--- src/rtl/cpu_sequencer_pkg.sv ---
// Shared definitions for the RISK-IV control sequencer: state encodings and
// default datapath constants.
package cpu_sequencer_pkg;

  localparam int unsigned DEFAULT_WORD = 16;
  localparam int unsigned OPSIZE       = 4;

  // Numeric values are visible on the debug state port, so keep them fixed.
  typedef enum logic [2:0] {
    S_FETCH  = 3'd0,
    S_DECODE = 3'd1,
    S_EXEC   = 3'd2,
    S_WB     = 3'd3,
    S_WAIT   = 3'd4,
    S_HALTED = 3'd5
  } state_t;

endpackage

--- src/rtl/cpu_sequencer_wb_tracker.sv ---
// Write-back channel tracker: loads the pending mask, pulses wb_go once and
// retires channels as their acks arrive.
module wb_tracker #(
  parameter int unsigned NWB = 3
) (
  input  logic           clk,
  input  logic           rst,
  input  logic           load,
  input  logic [NWB-1:0] wb_req,
  input  logic           track,
  input  logic [NWB-1:0] wb_ack,
  output logic [NWB-1:0] wb_go,
  output logic           all_done
);

  logic [NWB-1:0] pending;
  logic [NWB-1:0] remaining;

  // all_done looks at the mask after this cycle's acks, so completion does not
  // wait an extra cycle for the register to update.
  assign remaining = pending & ~wb_ack;
  assign all_done  = (remaining == '0);

  always_ff @(posedge clk) begin
    if (rst) begin
      pending <= '0;
      wb_go   <= '0;
    end else begin
      wb_go <= load ? wb_req : '0;
      if (load) begin
        pending <= wb_req;
      end else if (track) begin
        pending <= remaining;
      end
    end
  end

endmodule

--- src/rtl/cpu_sequencer.sv ---
// Multi-cycle control sequencer: owns PC and IR, steps fetch/decode/execute,
// waits for write-back acks, then applies jumps and counts retirements.
module cpu_sequencer
  import cpu_sequencer_pkg::*;
#(
  parameter int unsigned     WORD     = DEFAULT_WORD,
  parameter int unsigned     NWB      = 3,
  parameter int unsigned     PC_STEP  = 2,
  parameter logic [WORD-1:0] RESET_PC = '0
) (
  input  logic            clk,
  input  logic            rst,
  input  logic            halt,
  output logic            fetch_req,
  input  logic            fetch_done,
  input  logic [WORD-1:0] instr,
  output logic [WORD-1:0] ir,
  output logic [WORD-1:0] pc,
  output logic            decode_en,
  output logic            exec_en,
  input  logic            exec_done,
  input  logic [NWB-1:0]  wb_req,
  input  logic            jump,
  input  logic            rjump,
  input  logic [WORD-1:0] jump_loc,
  input  logic [WORD-1:0] jump_inc,
  output logic [NWB-1:0]  wb_go,
  input  logic [NWB-1:0]  wb_ack,
  output logic            retired,
  output logic [WORD-1:0] retire_count,
  output logic            halted,
  output logic [2:0]      state
);

  localparam logic [WORD-1:0] STEP_W = WORD'(PC_STEP);

  state_t          cur;
  logic            jump_q;
  logic            rjump_q;
  logic [WORD-1:0] jump_loc_q;
  logic [WORD-1:0] jump_inc_q;
  logic            wb_load;
  logic            wb_track;
  logic            wb_all_done;
  logic [WORD-1:0] abs_target;
  logic [WORD-1:0] rel_target;

  assign wb_load  = (cur == S_EXEC) && exec_done;
  assign wb_track = (cur == S_WAIT);

  wb_tracker #(.NWB(NWB)) u_wb_tracker (
    .clk      (clk),
    .rst      (rst),
    .load     (wb_load),
    .wb_req   (wb_req),
    .track    (wb_track),
    .wb_ack   (wb_ack),
    .wb_go    (wb_go),
    .all_done (wb_all_done)
  );

  // Truncated WORD-wide products give the same bits as the signed product;
  // the -STEP_W undoes the increment already applied in DECODE.
  assign abs_target = jump_loc_q * STEP_W;
  assign rel_target = pc + jump_inc_q * STEP_W - STEP_W;

  assign fetch_req = (cur == S_FETCH);
  assign decode_en = (cur == S_DECODE);
  assign exec_en   = (cur == S_EXEC);
  assign halted    = (cur == S_HALTED);
  assign state     = cur;

  always_ff @(posedge clk) begin
    if (rst) begin
      cur          <= S_FETCH;
      pc           <= RESET_PC;
      ir           <= '0;
      retire_count <= '0;
      retired      <= 1'b0;
      jump_q       <= 1'b0;
      rjump_q      <= 1'b0;
      jump_loc_q   <= '0;
      jump_inc_q   <= '0;
    end else begin
      retired <= 1'b0;
      case (cur)
        S_FETCH: begin
          if (fetch_done) begin
            ir  <= instr;
            cur <= S_DECODE;
          end
        end
        S_DECODE: begin
          pc  <= pc + STEP_W;
          cur <= S_EXEC;
        end
        S_EXEC: begin
          if (exec_done) begin
            jump_q     <= jump;
            rjump_q    <= rjump;
            jump_loc_q <= jump_loc;
            jump_inc_q <= jump_inc;
            cur        <= S_WB;
          end
        end
        S_WB: begin
          cur <= S_WAIT;
        end
        S_WAIT: begin
          if (wb_all_done) begin
            if (jump_q) begin
              pc <= abs_target;
            end else if (rjump_q) begin
              pc <= rel_target;
            end
            retired      <= 1'b1;
            retire_count <= retire_count + WORD'(1);
            cur          <= halt ? S_HALTED : S_FETCH;
          end
        end
        S_HALTED: begin
          if (!halt) begin
            cur <= S_FETCH;
          end
        end
        default: begin
          cur <= S_FETCH;
        end
      endcase
    end
  end

endmodule

--- config.mk ---
export PLATFORM = sky130hd
export DESIGN_NAME = cpu_sequencer
export DESIGN_NICKNAME = d
export VERILOG_FILES = /design/src/rtl/cpu_sequencer_pkg.sv /design/src/rtl/cpu_sequencer_wb_tracker.sv /design/src/rtl/cpu_sequencer.sv
export SDC_FILE = /design/constraint.sdc
export NUM_CORES = 1
export LEC_CHECK = 0
export CORE_MARGIN = 1
export CORE_UTILIZATION = 50
export DETAILED_ROUTE_END_ITERATION = 12
export GPL_ROUTABILITY_DRIVEN = 0
export PLACE_DENSITY = 0.77
export SYNTH_ARGS = -nofsm -noshare
export SYNTH_HDL_FRONTEND = slang
export SYNTH_SLANG_ARGS = --single-unit
--- constraint.sdc ---
create_clock -name clk -period 3.3 [get_ports clk]
set_clock_uncertainty 0.1 [all_clocks]
set_input_delay 0.66 -clock clk [delete_from_list [all_inputs] [get_ports clk]]
set_output_delay 0.66 -clock clk [all_outputs]
set_load 0.1 [all_outputs]
==> flow_summary_export.csv <==
group,metric,value,unit
status,status,"completed",
clock_network,cts_resized,0,
clock_network,htreeDepth,3,
timing,worstMarginPinSlew,937,ps
synth,synthesis.area,0.00480,sq mm
layout,stdcell_count,867,
timing,setup_violations,0,
timing,post-route-period-util,87.3,%
clock_network,cts_setup_buffers,0,
clock_network,ctsHoldBuffers,0,
routing,met3_length,719,um
layout,n_antenna_cell,0,
timing,fmax,347,MHz
timing,max_slew_margin,37.5,%
clock_network,clock_path_buffers,2,
clock_network,cts.clk_slew.worst_paths,100,ps
global_route,grt_start_max_net_pins,51,
die,start_util,51.7,%
power_and_ir_drop,p_per_area,412,mW/mm^2
clock_network,cts_buffers,9,
worst_setup_path,end_kind,"register",
synth,netlist-cell-type-count,55,
clock_network,clock_sinks,89,
routing,vias_per_cell,5.33,
clock_network,cts_root_buf,"clkbuf_8",
routing,wl_met1,5220,um
worst_setup_path,critPathLaunchType,"register",
worst_setup_path,r2r_cells,11,
die,core,0.00928,sq mm
global_route,grt_pass1_vias,4250,
placed_design,portBuffers,116,
worst_setup_path,crit_arrival,3000,ps
routing,vias,4619,
timing,setup_ws,419,ps
synth,synth_area_per_cell,7.62,sq um
clock_network,clk_latency,360,ps
worst_setup_path,crit_chain,"inv_1, ha_1, inv_1, ha_1, fa_1, a21o_1, a311o_1, a21o_1, a31oi_1, xor2_1, o22ai_1",
worst_setup_path,crit_fanout,5,
synth,synth_ff_type,"dfxtp_1",
worst_setup_path,cp_slowest_stage_delay,400,ps
layout,syn2layout_area_growth,27.6,%
routing,ant_nets,0,
worst_setup_path,path_delay_family,"compound AO/OA/AOI/OAI gates",
placed_design,dp_slack,431,ps
timing,maxSlewViolCount,0,
synth,ys_seq_area_share,37.1,%
routing,drc_errors,0,
die,fp-row-count,35,
routing,dr.pass1.iters,5,
layout,drive_above_1_share,13.1,%
die,die-area,0.00999,sq mm
die,die_y,100,um
worst_setup_path,required,3420,ps
die,num_io_pins,120,
timing,timing.final.hold_violations,0,
layout,nets,824,
routing,topRoutingLayerUsed,"met4",
routing,dr.first_iter.drc_count,189,
timing,min_period,2880,ps
synth,syn_inst,630,
worst_setup_path,criticalPathCategory,"reg -> reg",
routing,wl_met2,5430,um
synth,yosys_register_bits,89,
global_route,grt.overflow.total,0,
synth,syn_nets,721,
global_route,antenna_found_initial,0,
synth,synth_edf_count,0,
worst_setup_path,crit_slowest_cell,"fa_1",
die,fp.dieW,100,um
power_and_ir_drop,irDropWorstVdd,303,uV
placed_design,dp_hpwl,8420,um
placed_design,dpl_cell_area,0.00592,sq mm
worst_setup_path,critical_path_buf_inv_count,2,
worst_setup_path,cp.depth,11,
layout,finalInstanceArea,0.00612,sq mm
layout,fin_util,66.0,%
hold_path,hold_depth,2,
synth,ys_warn_count,0,
routing,drt-total-wl,11500,um
global_route,grtUsageTotal,23.4,%
placed_design,dp_cells,851,
timing,rsz0062_at_grt,"false",
clock_network,cts_tree,"yes",
global_route,grt_pass1_wl,19200,um
timing,setup_tns,0,ps
power_and_ir_drop,leakage,2.48,nW
synth,synthArstFlopShare,0,%
hold_path,worstHoldPathType,"reg -> reg",
routing,wire_per_inst,13.3,um
run,maxCapViolCount,0,
==> logic make-up (layout without fill, tap and decap cells) <==
group                      Yosys count  after routing  synth area share [%]
AOI/OAI and AO/OA                  154            154                  19.1
xor gates and xnor gates            24             24                  4.38
adders and majority gates           30             30                  7.98
buffers and inverters               91            199                  7.30
DFF                                 89             89                  37.1
muxes                                5              5                  1.07
other                                1              1                0.0782
and+or+nand+nor                    236            236                  22.9
==> placed cells by master (no fill, tap or decap), drive strengths merged, types with 6 or more instances in the layout <==
cell / instances
o21ai: 22
nor3: 8
clkbuf: 9
nand2: 125
nor2b: 6
xor2: 16
dfxtp: 89
nand4: 10
a22oi: 6
nand3: 7
inv: 62
buf: 67
ha: 29
xnor2: 8
a21o: 7
and2: 10
a21oi: 83
nor2: 38
clkdlybuf4s50: 57
==> per-stage QoR <==
step	total power (W)	hold WS [ps]
6_report	0.00252	358
5_1_grt	0.00263	377
4_1_cts	0.00254	361
3_5_place_dp	0.00176	347
3_3_place_gp	0.00175	342
2_1_floorplan	0.00159	331
==> registers in the layout, indices dropped and copies added (netlist names) <==
name                  flops
jump_inc_q               15
u_wb_tracker.pending      3
rjump_q                   1
retired                   1
ir                       16
jump_q                    1
retire_count             16
state                     3
jump_loc_q               15
u_wb_tracker.wb_go        3
pc                       15
==> where the power goes <==
group / switching, W / internal, W / leakage, nW / total, W
Clock: 0.000421 / 0.000360 / 0.106 / 0.000781
Combinational: 0.000396 / 0.000217 / 1.65 / 0.000613
Sequential: 0.0000230 / 0.00111 / 0.722 / 0.00113
Total: 0.000841 / 0.00168 / 2.48 / 0.00252
==> path summary, 6_finish.rpt <==
path | from | end | slack [ps]
min | jump_inc_q[8] | jump_inc_q[8] | 360
min reg2reg | jump_inc_q[8] | jump_inc_q[8] | 360
max reg2reg | pc[2] | pc[14] | 420
max | pc[2] | pc[14] | 420
==> worst register-to-register path: stages (launching register included) <==
cell     delay, ps
dfxtp_2        370
inv_1           50
ha_1           270
inv_1           40
ha_1           220
fa_1           400
a21o_1         220
a311o_1        370
a21o_1         190
a31oi_1        240
xor2_1         180
o22ai_1         80
==> layer usage <==
metal	vias to the layer above	track usage [%]
li1	2337	-
met2	147	39.6
met3	15	4.60
met4	0	5.77
met1	2120	30.7
met5	-	0
==> layout make-up <==
type                            count  area [sq um]
Sequential cell                    89          1790
Fill cell                         829          3160
Tap cell                          129           161
Timing Repair Buffer              124          1080
Clock inverter                      7          77.6
Inverter                           59           221
Clock buffer                        9           124
Multi-Input combinational cell    450          2670
==> Yosys cell counts (3+ instances only) <==
cell,instances,area (sq um)
dfxtp_1,89,1780
and2_1,10,62.6
nor3_1,8,40.0
ha_1,29,363
nand2b_1,3,18.8
a21o_1,6,45.0
nand2_1,125,469
o21ai_0,22,110
or3_1,3,18.8
inv_1,59,221
a31oi_1,3,18.8
xnor2_1,8,70.1
nand4_1,10,62.6
a31o_2,3,26.3
nand3_1,7,35.0
a22oi_1,6,45.0
o31ai_1,3,22.5
and4_1,5,43.8
a21oi_1,83,415
a211oi_1,4,30.0
a311o_1,3,30.0
o22ai_1,3,18.8
clkbuf_1,27,101
o211ai_1,4,30.0
mux2i_1,4,40.0
and3_1,5,31.3
or2_2,3,18.8
buf_2,4,20.0
nor2_1,38,143
nor2b_1,6,37.5
xor2_1,16,140
Power figures use the tool's default switching activity.
